**src/rtl/dsp_mac_pkg.sv**
```systemverilog
// Shared state type and opmode encodings for the DSP MAC sequencer.
package dsp_mac_pkg;

  typedef enum logic [1:0] {
    ST_IDLE,
    ST_RUN,
    ST_DRAIN,
    ST_DONE
  } state_t;

  // Opmode field positions on the DSP48A1-style slice
  localparam int unsigned OPM_X_LO    = 0;
  localparam int unsigned OPM_X_HI    = 1;
  localparam int unsigned OPM_Z_LO    = 2;
  localparam int unsigned OPM_Z_HI    = 3;
  localparam int unsigned OPM_PREADD  = 4;
  localparam int unsigned OPM_CARRYIN = 5;
  localparam int unsigned OPM_PRESUB  = 6;
  localparam int unsigned OPM_POSTSUB = 7;

  localparam logic [1:0] OPM_X_ZERO = 2'd0;
  localparam logic [1:0] OPM_X_M    = 2'd1;
  localparam logic [1:0] OPM_Z_ZERO = 2'd0;
  localparam logic [1:0] OPM_Z_P    = 2'd2;

  localparam logic [7:0] OP_CLR_ACC = 8'h01;
  localparam logic [7:0] OP_ACC     = 8'h09;
  localparam logic [7:0] OP_HOLD    = 8'h08;

endpackage

```
**src/rtl/dsp_ctrl_delay.sv**
```systemverilog
// Fixed-depth control delay line with synchronous reset to a fill value.
module dsp_ctrl_delay
  import dsp_mac_pkg::*;
#(
  parameter int unsigned      WIDTH = 8,
  parameter int unsigned      DEPTH = 2,
  parameter logic [WIDTH-1:0] FILL  = '0
) (
  input  logic             clk,
  input  logic             reset,
  input  logic [WIDTH-1:0] din,
  output logic [WIDTH-1:0] dout
);

  logic [WIDTH-1:0] stage [DEPTH];

  always_ff @(posedge clk) begin
    if (reset) begin
      for (int unsigned i = 0; i < DEPTH; i++) stage[i] <= FILL;
    end else begin
      stage[0] <= din;
      for (int unsigned i = 1; i < DEPTH; i++) stage[i] <= stage[i-1];
    end
  end

  assign dout = stage[DEPTH-1];

endmodule

```
**src/rtl/dsp_mac_sequencer.sv**
```systemverilog
// Multiply-accumulate job sequencer driving one DSP48A1-style slice.
// Optional sticky overflow flag enabled by defining DSP_MAC_OVF_EN.
module dsp_mac_sequencer
  import dsp_mac_pkg::*;
#(
  parameter int unsigned LEN_W    = 16,
  parameter int unsigned MULT_LAT = 3
) (
  input  logic             clk,
  input  logic             reset,
  input  logic             cmd_valid,
  output logic             cmd_ready,
  input  logic [LEN_W-1:0] cmd_len,
  input  logic             s_valid,
  output logic             s_ready,
  input  logic [17:0]      s_a,
  input  logic [17:0]      s_b,
  output logic             res_valid,
  input  logic             res_ready,
  output logic [47:0]      res_data,
  output logic             res_ovf,
  output logic [17:0]      dsp_a,
  output logic [17:0]      dsp_b,
  output logic [7:0]       dsp_opmode,
  output logic             dsp_ce,
  input  logic [47:0]      dsp_p,
  input  logic             dsp_carryout
);

  localparam int unsigned        DRAIN_W    = $clog2(MULT_LAT + 3);
  localparam logic [DRAIN_W-1:0] DRAIN_LOAD = DRAIN_W'(MULT_LAT + 2);

  state_t             state, state_nx;
  logic [LEN_W-1:0]   remaining, remaining_nx;
  logic [DRAIN_W-1:0] drain_cnt, drain_nx;
  logic               first, first_nx;
  logic               cmd_fire, s_fire, capture, acc_push;
  logic [7:0]         op_push, op_line;

  assign cmd_ready = (state == ST_IDLE) && !reset;
  assign s_ready   = (state == ST_RUN) && !reset;
  assign res_valid = (state == ST_DONE);
  assign dsp_ce    = 1'b1;
  assign cmd_fire  = cmd_valid && cmd_ready;
  assign s_fire    = s_valid && s_ready;

  always_comb begin
    state_nx     = state;
    remaining_nx = remaining;
    drain_nx     = drain_cnt;
    first_nx     = first;
    op_push      = OP_HOLD;
    acc_push     = 1'b0;
    capture      = 1'b0;
    case (state)
      ST_IDLE: begin
        if (cmd_fire) begin
          if (cmd_len == '0) begin
            state_nx = ST_DONE;
          end else begin
            remaining_nx = cmd_len;
            first_nx     = 1'b1;
            state_nx     = ST_RUN;
          end
        end
      end
      ST_RUN: begin
        if (s_fire) begin
          op_push      = first ? OP_CLR_ACC : OP_ACC;
          acc_push     = !first;
          first_nx     = 1'b0;
          remaining_nx = remaining - LEN_W'(1);
          if (remaining == LEN_W'(1)) begin
            state_nx = ST_DRAIN;
            drain_nx = DRAIN_LOAD;
          end
        end
      end
      ST_DRAIN: begin
        // Counter reaches 1 on the cycle the last beat's P is at the slice output
        if (drain_cnt == DRAIN_W'(1)) begin
          capture  = 1'b1;
          drain_nx = '0;
          state_nx = ST_DONE;
        end else begin
          drain_nx = drain_cnt - DRAIN_W'(1);
        end
      end
      ST_DONE: begin
        if (res_ready) state_nx = ST_IDLE;
      end
      default: state_nx = ST_IDLE;
    endcase
  end

  // Delay line plus the dsp_opmode register gives MULT_LAT cycles from accept
  dsp_ctrl_delay #(
    .WIDTH (8),
    .DEPTH (MULT_LAT - 1),
    .FILL  (OP_HOLD)
  ) u_op_dly (
    .clk   (clk),
    .reset (reset),
    .din   (op_push),
    .dout  (op_line)
  );

  always_ff @(posedge clk) begin
    if (reset) begin
      state      <= ST_IDLE;
      remaining  <= '0;
      drain_cnt  <= '0;
      first      <= 1'b0;
      dsp_a      <= '0;
      dsp_b      <= '0;
      dsp_opmode <= OP_HOLD;
      res_data   <= '0;
    end else begin
      state      <= state_nx;
      remaining  <= remaining_nx;
      drain_cnt  <= drain_nx;
      first      <= first_nx;
      dsp_opmode <= op_line;
      if (s_fire) begin
        dsp_a <= s_a;
        dsp_b <= s_b;
      end
      if (cmd_fire) res_data <= '0;
      else if (capture) res_data <= dsp_p;
    end
  end

`ifdef DSP_MAC_OVF_EN
  logic acc_q, ovf_sticky, ovf_now;

  // Qualifier lands on the cycle the matching P/carryout is visible
  dsp_ctrl_delay #(
    .WIDTH (1),
    .DEPTH (MULT_LAT + 2),
    .FILL  (1'b0)
  ) u_ovf_dly (
    .clk   (clk),
    .reset (reset),
    .din   (acc_push),
    .dout  (acc_q)
  );

  assign ovf_now = ovf_sticky || (acc_q && dsp_carryout);

  always_ff @(posedge clk) begin
    if (reset) begin
      ovf_sticky <= 1'b0;
      res_ovf    <= 1'b0;
    end else if (cmd_fire) begin
      ovf_sticky <= 1'b0;
      res_ovf    <= 1'b0;
    end else begin
      ovf_sticky <= ovf_now;
      if (capture) res_ovf <= ovf_now;
    end
  end
`else
  logic unused_ovf_inputs;
  assign unused_ovf_inputs = dsp_carryout | acc_push;
  assign res_ovf           = 1'b0;
`endif

endmodule

```
**config.mk**
```make
export PLATFORM = sky130hd
export DESIGN_NAME = dsp_mac_sequencer
export DESIGN_NICKNAME = d
export VERILOG_FILES = /design/src/rtl/dsp_mac_pkg.sv /design/src/rtl/dsp_ctrl_delay.sv /design/src/rtl/dsp_mac_sequencer.sv
export SDC_FILE = /design/constraint.sdc
export NUM_CORES = 1
export LEC_CHECK = 0
export BUFFER_PORTS_ARGS = -buffer_cell sky130_fd_sc_hd__buf_2
export CORE_UTILIZATION = 46
export CTS_CLUSTER_SIZE = 24
export DETAILED_ROUTE_END_ITERATION = 6
export GPL_ROUTABILITY_DRIVEN = 0
export PLACE_DENSITY_LB_ADDON = 0.2
export SYNTH_ARGS = -nofsm -noshare
export SYNTH_HDL_FRONTEND = slang
export SYNTH_SLANG_ARGS = --single-unit
```
**constraint.sdc**
```tcl
create_clock -name clk -period 2.9 [get_ports clk]
set_input_delay 0.435 -clock clk [delete_from_list [all_inputs] [get_ports clk]]
set_output_delay 0.435 -clock clk [all_outputs]
set_load 0.01 [all_outputs]
```
==> results of run 1 <==
-- synth_stat cells (3+ instances only) --
master / instances / area, µm²
o21a_1: 3 / 22.5
nor4_1: 6 / 37.5
a21oi_1: 71 / 355
nand3b_1: 38 / 285
o21ai_0: 12 / 60.1
buf_1: 6 / 22.5
a31oi_1: 5 / 31.3
nand3_1: 3 / 15.0
or2_2: 4 / 25.0
buf_4: 8 / 60.1
nor2_1: 18 / 67.6
or4_1: 3 / 22.5
o32ai_1: 8 / 70.1
nand2_1: 184 / 691
clkbuf_1: 32 / 120
nor3_1: 8 / 40.0
nor2b_1: 7 / 43.8
dfxtp_1: 112 / 2240
and3_1: 5 / 31.3
ha_1: 9 / 113
inv_1: 21 / 78.8
-- metrics by stage --
stage	std cells	setup WS, ns
6_report	910	0.488
5_1_grt	910	0.295
4_1_cts	910	0.490
3_5_place_dp	894	0.335
3_3_place_gp	894	0.403
2_1_floorplan	607	0.874
-- flip-flops by register name (all words and copies together), names as in the netlist --
signal	count
res_data	48
dsp_opmode	2
dsp_b	18
state	2
first	1
remaining	16
dsp_a	18
drain_cnt	3
u_op_dly.stage	4
-- final timing paths --
path	slack, ns	cells past startpoint	end	start
hold / removal	0.26	3	dsp_a[1]$_SDFFE_PP0P_	s_a[1]
setup reg to reg	0.49	9	drain_cnt[0]$_SDFFE_PP0P_	state[1]$_SDFFE_PP0P_
hold reg to reg	0.40	1	u_op_dly.stage[0][3]$_SDFF_PP1_	first$_SDFFE_PP0P_
setup / recovery	0.49	9	drain_cnt[0]$_SDFFE_PP0P_	state[1]$_SDFFE_PP0P_
-- report_power, final --
| group | leakage, nW | total [W] | switching [W] | internal [W] |
|---|---|---|---|---|
| combinational | 1.77 | 0.00128 | 0.000799 | 0.000483 |
| sequential | 0.907 | 0.00184 | 0.000142 | 0.00170 |
| clock | 0.103 | 0.000970 | 0.000520 | 0.000450 |
| total | 2.78 | 0.00409 | 0.00146 | 0.00263 |
-- final cells by class --
class                           instances  area (µm²)  share of cell area
Sequential cell                       112        2240               0.377
Clock inverter                          4        51.3             0.00862
Timing Repair Buffer                  202        1030               0.174
Multi-Input combinational cell        424        2220               0.372
Inverter                               23        86.3              0.0145
Tap cell                              133         166              0.0280
Clock buffer                           12         155              0.0261
-- worst reg2reg max path: cells and delay by family, from the launching register on --
kind	cells	cell delay, ns
buffers and inverters	4	0.84
and+or+nand+nor	3	0.78
DFF	1	0.38
adders and majority gates	1	0.20
AOI/OAI and AO/OA	1	0.16
-- cells in the final DEF, fill, tap and decap left out, drive strengths merged, types with 3 or more instances in the layout --
cell / count
a21oi: 72
o32ai: 8
inv: 22
nand3: 3
o21a: 3
o21ai: 12
ha: 9
conb: 8
nor4: 8
and3: 5
nand2: 184
nor3: 8
or2: 4
nor2b: 7
a31oi: 5
dfxtp: 112
or4: 3
buf: 202
clkbuf: 12
nor2: 18
nand3b: 38
clkinv: 3
-- cell families after synthesis --
group | share of synthesized area
buf+inv | 0.0632
fa+ha+maj | 0.0238
mux | 0.00423
simple gates | 0.288
compound gates | 0.146
other cells | 0.00159
flops | 0.474
-- metal layers --
| metal | up-vias | part of all wire | global-route usage |
|---|---|---|---|
| li1 | 2336 | - | - |
| met1 | 2184 | 0.44 | 0.284 |
| met2 | 148 | 0.49 | 0.367 |
| met3 | 18 | 0.062 | 0.0618 |
| met4 | 0 | 0.011 | 0.0802 |
| met5 | - | 0 | 0 |
==> metrics.cfg, run 1 <==
[outcome]
status=finished, final reports clean

[logic_synthesis]
ys_warn_count=0
syn_area_per_cell_um2=7.88
netlist_area_um2=4730
synth-edff-count=0
ys_seq_elements=112
async_flop_share=0
ys_seq_area_frac=0.474
synth_flop_cell=dfxtp_1
syn_inst=601
synth_cell_types=48

[route]
wire_per_inst_um=13.4
drt-pass1-iter-count=4
wl_um=12200
drcViolationCount=0
via_per_inst=5.15
drt_iter0_drc=118
num_vias=4686
postRouteAntennaNets=0

[cells_and_area]
final_cell_area_um2=5950
num-nets-final=887
antenna-diode-count=0
syn2layout_area_growth_pct=25.7
fillers=916
layout-drive-gt1-share=0.291
utilization=0.603

[timing]
rsz0062_at_grt=false
finalClockSkew_ns=0.0127
tightest_slew_ns=0.742
slew_headroom=0.505
slew_viol_final=0
whs_ns=0.256
period_share=0.832
max_clock_freq_mhz=415
period_needed_ns=2.41
finalSetupViolations=0
fin_setup_tns_ns=0
finalHoldViolations=0

[die]
start_util=0.480
pin_count=203
row_count=36
core-area_um2=9860
dieArea_um2=10700
die_width_um=103
dieHeight_um=103

[clock_tree]
cts_setup_buffers=0
clock-sinks=112
cts-root-buf=clkbuf_8
cts_hold_buffers=0
ctsResizeCount=0
cts_max_level=3
path_clk_slew_ns=0.10
clockBufferDepth=2
clock_latency_ns=0.36
cts_tree=done
numCtsBuffers=9

[placement]
port-buffer-count=193
dp_hpwl_um=8530
placed_cell_area_um2=5740

[power_and_ir_drop]
ir_drop_mv=0.331
p_total_w=0.00409
powerDensity_nw_per_um2=688
p_leak_nw=2.78

[setup_path]
cp.arrival_ns=2.70
startpoint_type=flip-flop
required_ns=3.19
cpMaxStageDelayCell=or2_2
critPathKind=reg -> reg
crit_fanout=39
cp_num_buf_inv=4
crit_path_frequent_cell=clkinv_1
end_kind=flip-flop
crit_family=buffers and inverters
critPathMaxStageDelay_ns=0.59
crit_chain=inv_1 -> ha_1 -> clkinv_1 -> or2_2 -> clkinv_1 -> buf_4 -> nand2_1 -> nand3_1 -> a31oi_1

[grt]
track_usage=0.224
grt_max_degree=49
grt_pass1_wl_um=18900
grt_overflow=0
grt_pass1_vias=4102
antenna_found_initial=0

[min_path]
hp-class=in -> reg

[run]
drv_cap=0

(Power assumes the default switching activity.)
==> run 2: changes to the inputs <==
--- a/config.mk
+++ b/config.mk
@@ -5,8 +5,9 @@
 export SDC_FILE = /design/constraint.sdc
 export NUM_CORES = 1
 export LEC_CHECK = 0
+export ABC_AREA = 1
 export BUFFER_PORTS_ARGS = -buffer_cell sky130_fd_sc_hd__buf_2
-export CORE_UTILIZATION = 46
+export CORE_UTILIZATION = 43
 export CTS_CLUSTER_SIZE = 24
 export DETAILED_ROUTE_END_ITERATION = 6
 export GPL_ROUTABILITY_DRIVEN = 0
==> constraint.sdc (replaced) <==
create_clock -name clk -period 2.2 [get_ports clk]
set_input_delay 0.33 -clock clk [delete_from_list [all_inputs] [get_ports clk]]
set_output_delay 0.33 -clock clk [all_outputs]
set_load 0.01 [all_outputs]
==> metrics.cfg, run 2 <==
[logic_synthesis]
syn_inst=674  ; +12%
synthTopCellsByArea=dfxtp_1, nand2_1, nand3_1
syn_area_per_cell_um2=7.18  ; -8.9%
synth_top_area_frac=0.463  ; -0.0103
synthTopCellsByCount=nand2_1, dfxtp_1, nand3_1
synth_flop_cell=dfxtp_1
ys_warn_count=0  ; unchanged
async_flop_share=0  ; unchanged
netlist_area_um2=4840  ; +2.2%
ys_seq_elements=112  ; unchanged
synth_area_leader_cell=dfxtp_1
synth_cell_types=28  ; -42%
yosysMostFrequentCell=nand2_1
ys_seq_area_frac=0.463  ; -0.0103
synth-edff-count=0  ; unchanged

[die]
dieArea_um2=11700  ; +9.2%
row_count=38  ; +5.6%
pin_count=203  ; unchanged
die_width_um=108  ; +4.5%
dieHeight_um=108  ; +4.5%
start_util=0.444  ; -0.0355
core-area_um2=10900  ; +10%

[run]
drv_cap=0  ; unchanged

[clock_tree]
clock_latency_ns=0.38  ; +0.02 ns
clock-sinks=112  ; unchanged
path_clk_slew_ns=0.10  ; about the same
ctsResizeCount=1  ; +1
cts-root-buf=clkbuf_8
cts_setup_buffers=0  ; unchanged
cts_tree=done
numCtsBuffers=9  ; unchanged
cts_hold_buffers=0  ; unchanged
clockBufferDepth=2  ; unchanged
cts_max_level=3  ; unchanged

[grt]
grt_overflow=0  ; unchanged
grt_max_degree=49  ; unchanged
antenna_found_initial=0  ; unchanged
grt_busiest_layer=met2
grt_util_met2=0.376  ; +0.00896
gr-usage-met3=0.0741  ; +0.0123
track_usage=0.213  ; -0.0113
met1_usage=0.241  ; -0.0429
grt_pass1_wl_um=19700  ; +4.7%
grt_pass1_vias=4491  ; +9.5%

[cells_and_area]
syn2layout_area_growth_pct=24.8
final_common_cell=nand2_1
largest_reg_flops=48  ; unchanged
num-nets-final=959  ; +8.1%
top_register=res_data
final_cell_mix=nand2_1, buf_2, dfxtp_1, nand3_1, a21oi_1
finalNonFillerCells=989  ; +8.7%
utilization=0.555  ; -0.0483
largestRegisters=res_data: 48 flops, dsp_a: 18 flops, dsp_b: 18 flops
layout-drive-gt1-share=0.274  ; -0.0164
antenna-diode-count=0  ; unchanged

[setup_path]
crit_chain=inv_1 -> ha_2 -> buf_8 -> inv_1 -> buf_4 -> nor2_1 -> buf_2
critPathKind=reg -> out
startpoint_type=flip-flop
required_ns=1.87  ; -1.32 ns
r2r_slack_ns=0.30  ; -0.19 ns
worst-path-stages=7  ; -2
cp.arrival_ns=1.77  ; -0.93 ns
crit_path_frequent_cell=inv_1
cp_num_buf_inv=5  ; +1
end_kind=output port
r2r_end=remaining[11]$_SDFFE_PP0P_
cpMaxStageDelayCell=dfxtp_1
rr_startpoint=state[0]$_SDFFE_PP0P_
critPathMaxStageDelay_ns=0.35  ; -0.24 ns
crit_fanout=21  ; -46%
rr_worst_depth=10  ; +1
crit_family=buffers and inverters

[power_and_ir_drop]
ir_drop_mv=0.573  ; +73%
p_leak_nw=2.92  ; +5.0%
powerDensity_nw_per_um2=975  ; +42%

[route]
num_vias=4824  ; +2.9%
drt-pass1-iter-count=5  ; +1
wl_um=12300  ; +0.83%
via_per_inst=4.88  ; -5.3%
postRouteAntennaNets=0  ; unchanged
wire_per_inst_um=12.5  ; -7.2%
drcViolationCount=0  ; unchanged
drt_iter0_drc=196  ; +66%

[placement]
dp_hpwl_um=8810  ; +3.2%
port-buffer-count=193  ; unchanged
place_inst=973  ; +8.8%

[timing]
fin_setup_tns_ns=0  ; unchanged
period_share=0.952
period_needed_ns=2.10
finalClockSkew_ns=0.00786  ; -0.00487 ns
finalHoldViolations=0  ; unchanged
slew_viol_final=0  ; unchanged
rsz0062_at_grt=false
max_clock_freq_mhz=477
finalSetupViolations=0  ; unchanged

[min_path]
hold-path-endpoint=dsp_b[10]$_SDFFE_PP0P_
holdCritStartpoint=s_b[10]
holdPathStages=3  ; unchanged
hp-class=in -> reg

[outcome]
status=finished, final reports clean

-- run 2: cell types whose count changed in the layout (fill, tap and decap cells not counted), sizes merged, moves of 4 or more --
cell    delta
nor2      +44
nand3    +103
o21ai     +16
and3       -5
o32ai      -8
nand3b    -38
a21oi      -8
nor3       -4
inv        +8
nor4       -8
nand2     +10
a31oi      -5
nor2b      -7
-- run 2: final cells by class --
cell class,count,area [µm²]
Tap cell,140,175
Clock buffer,12,155
Sequential cell,112,2240
Timing Repair Buffer,203,1050
Fill cell,1048,4850
Multi-Input combinational cell,487,2270
Inverter,31,124
Clock inverter,4,28.8
-- run 2: logic make-up after synthesis --
kind of cell    after synthesis  synth area share
xor+xnor                      3           0.00543
buf+inv                      81            0.0776
compound gates               94             0.102
flops                       112             0.463
simple gates                373             0.327
fa+ha+maj                     9            0.0233
other cells                   2           0.00155
-- run 2: worst max-delay path by stage --
stage,from,endpoint
finish,state[1]$_SDFFE_PP0P_,s_ready
global route,state[1]$_SDFFE_PP0P_,s_ready
CTS,state[1]$_SDFFE_PP0P_,s_ready
detailed placement,state[1]$_SDFFE_PP0P_,remaining[11]$_SDFFE_PP0P_
global placement,state[1]$_SDFFE_PP0P_,remaining[11]$_SDFFE_PP0P_
floorplan,state[0]$_SDFFE_PP0P_,res_data[26]$_SDFFE_PP0P_
-- run 2: metrics by stage --
stage | worst slack [ns] | hold WS (ns) | area [µm²] | power [W]
finish | 0.105 | 0.132 | 6040 | 0.00589
global placement | 0.358 | 0.383 | 5850 | 0.00467
CTS | 0.0319 | 0.106 | 6040 | 0.00592
detailed placement | 0.327 | 0.390 | 5850 | 0.00473
global route | 0.00441 | 0.113 | 6040 | 0.00637
floorplan | 0.634 | 0.366 | 4860 | 0.00418
-- run 2: tightest hold or removal path: cells and delay by family --
kind,cells,cell delay (ns)
and+or+nand+nor,2,0.09
buffers and inverters,1,0.07
-- run 2: power by group --
group          leakage (nW)  total (W)  internal, W  switching (W)
Combinational          1.92    0.00223     0.000784        0.00145
Sequential            0.908    0.00249      0.00228       0.000209
Clock                0.0886    0.00117     0.000475       0.000691
-- run 2: routing by layer --
metal	up-vias	routed length (µm)
li1	2500	-
met1	2141	4980
met2	170	6180
met3	13	986
met4	0	181
met5	-	0
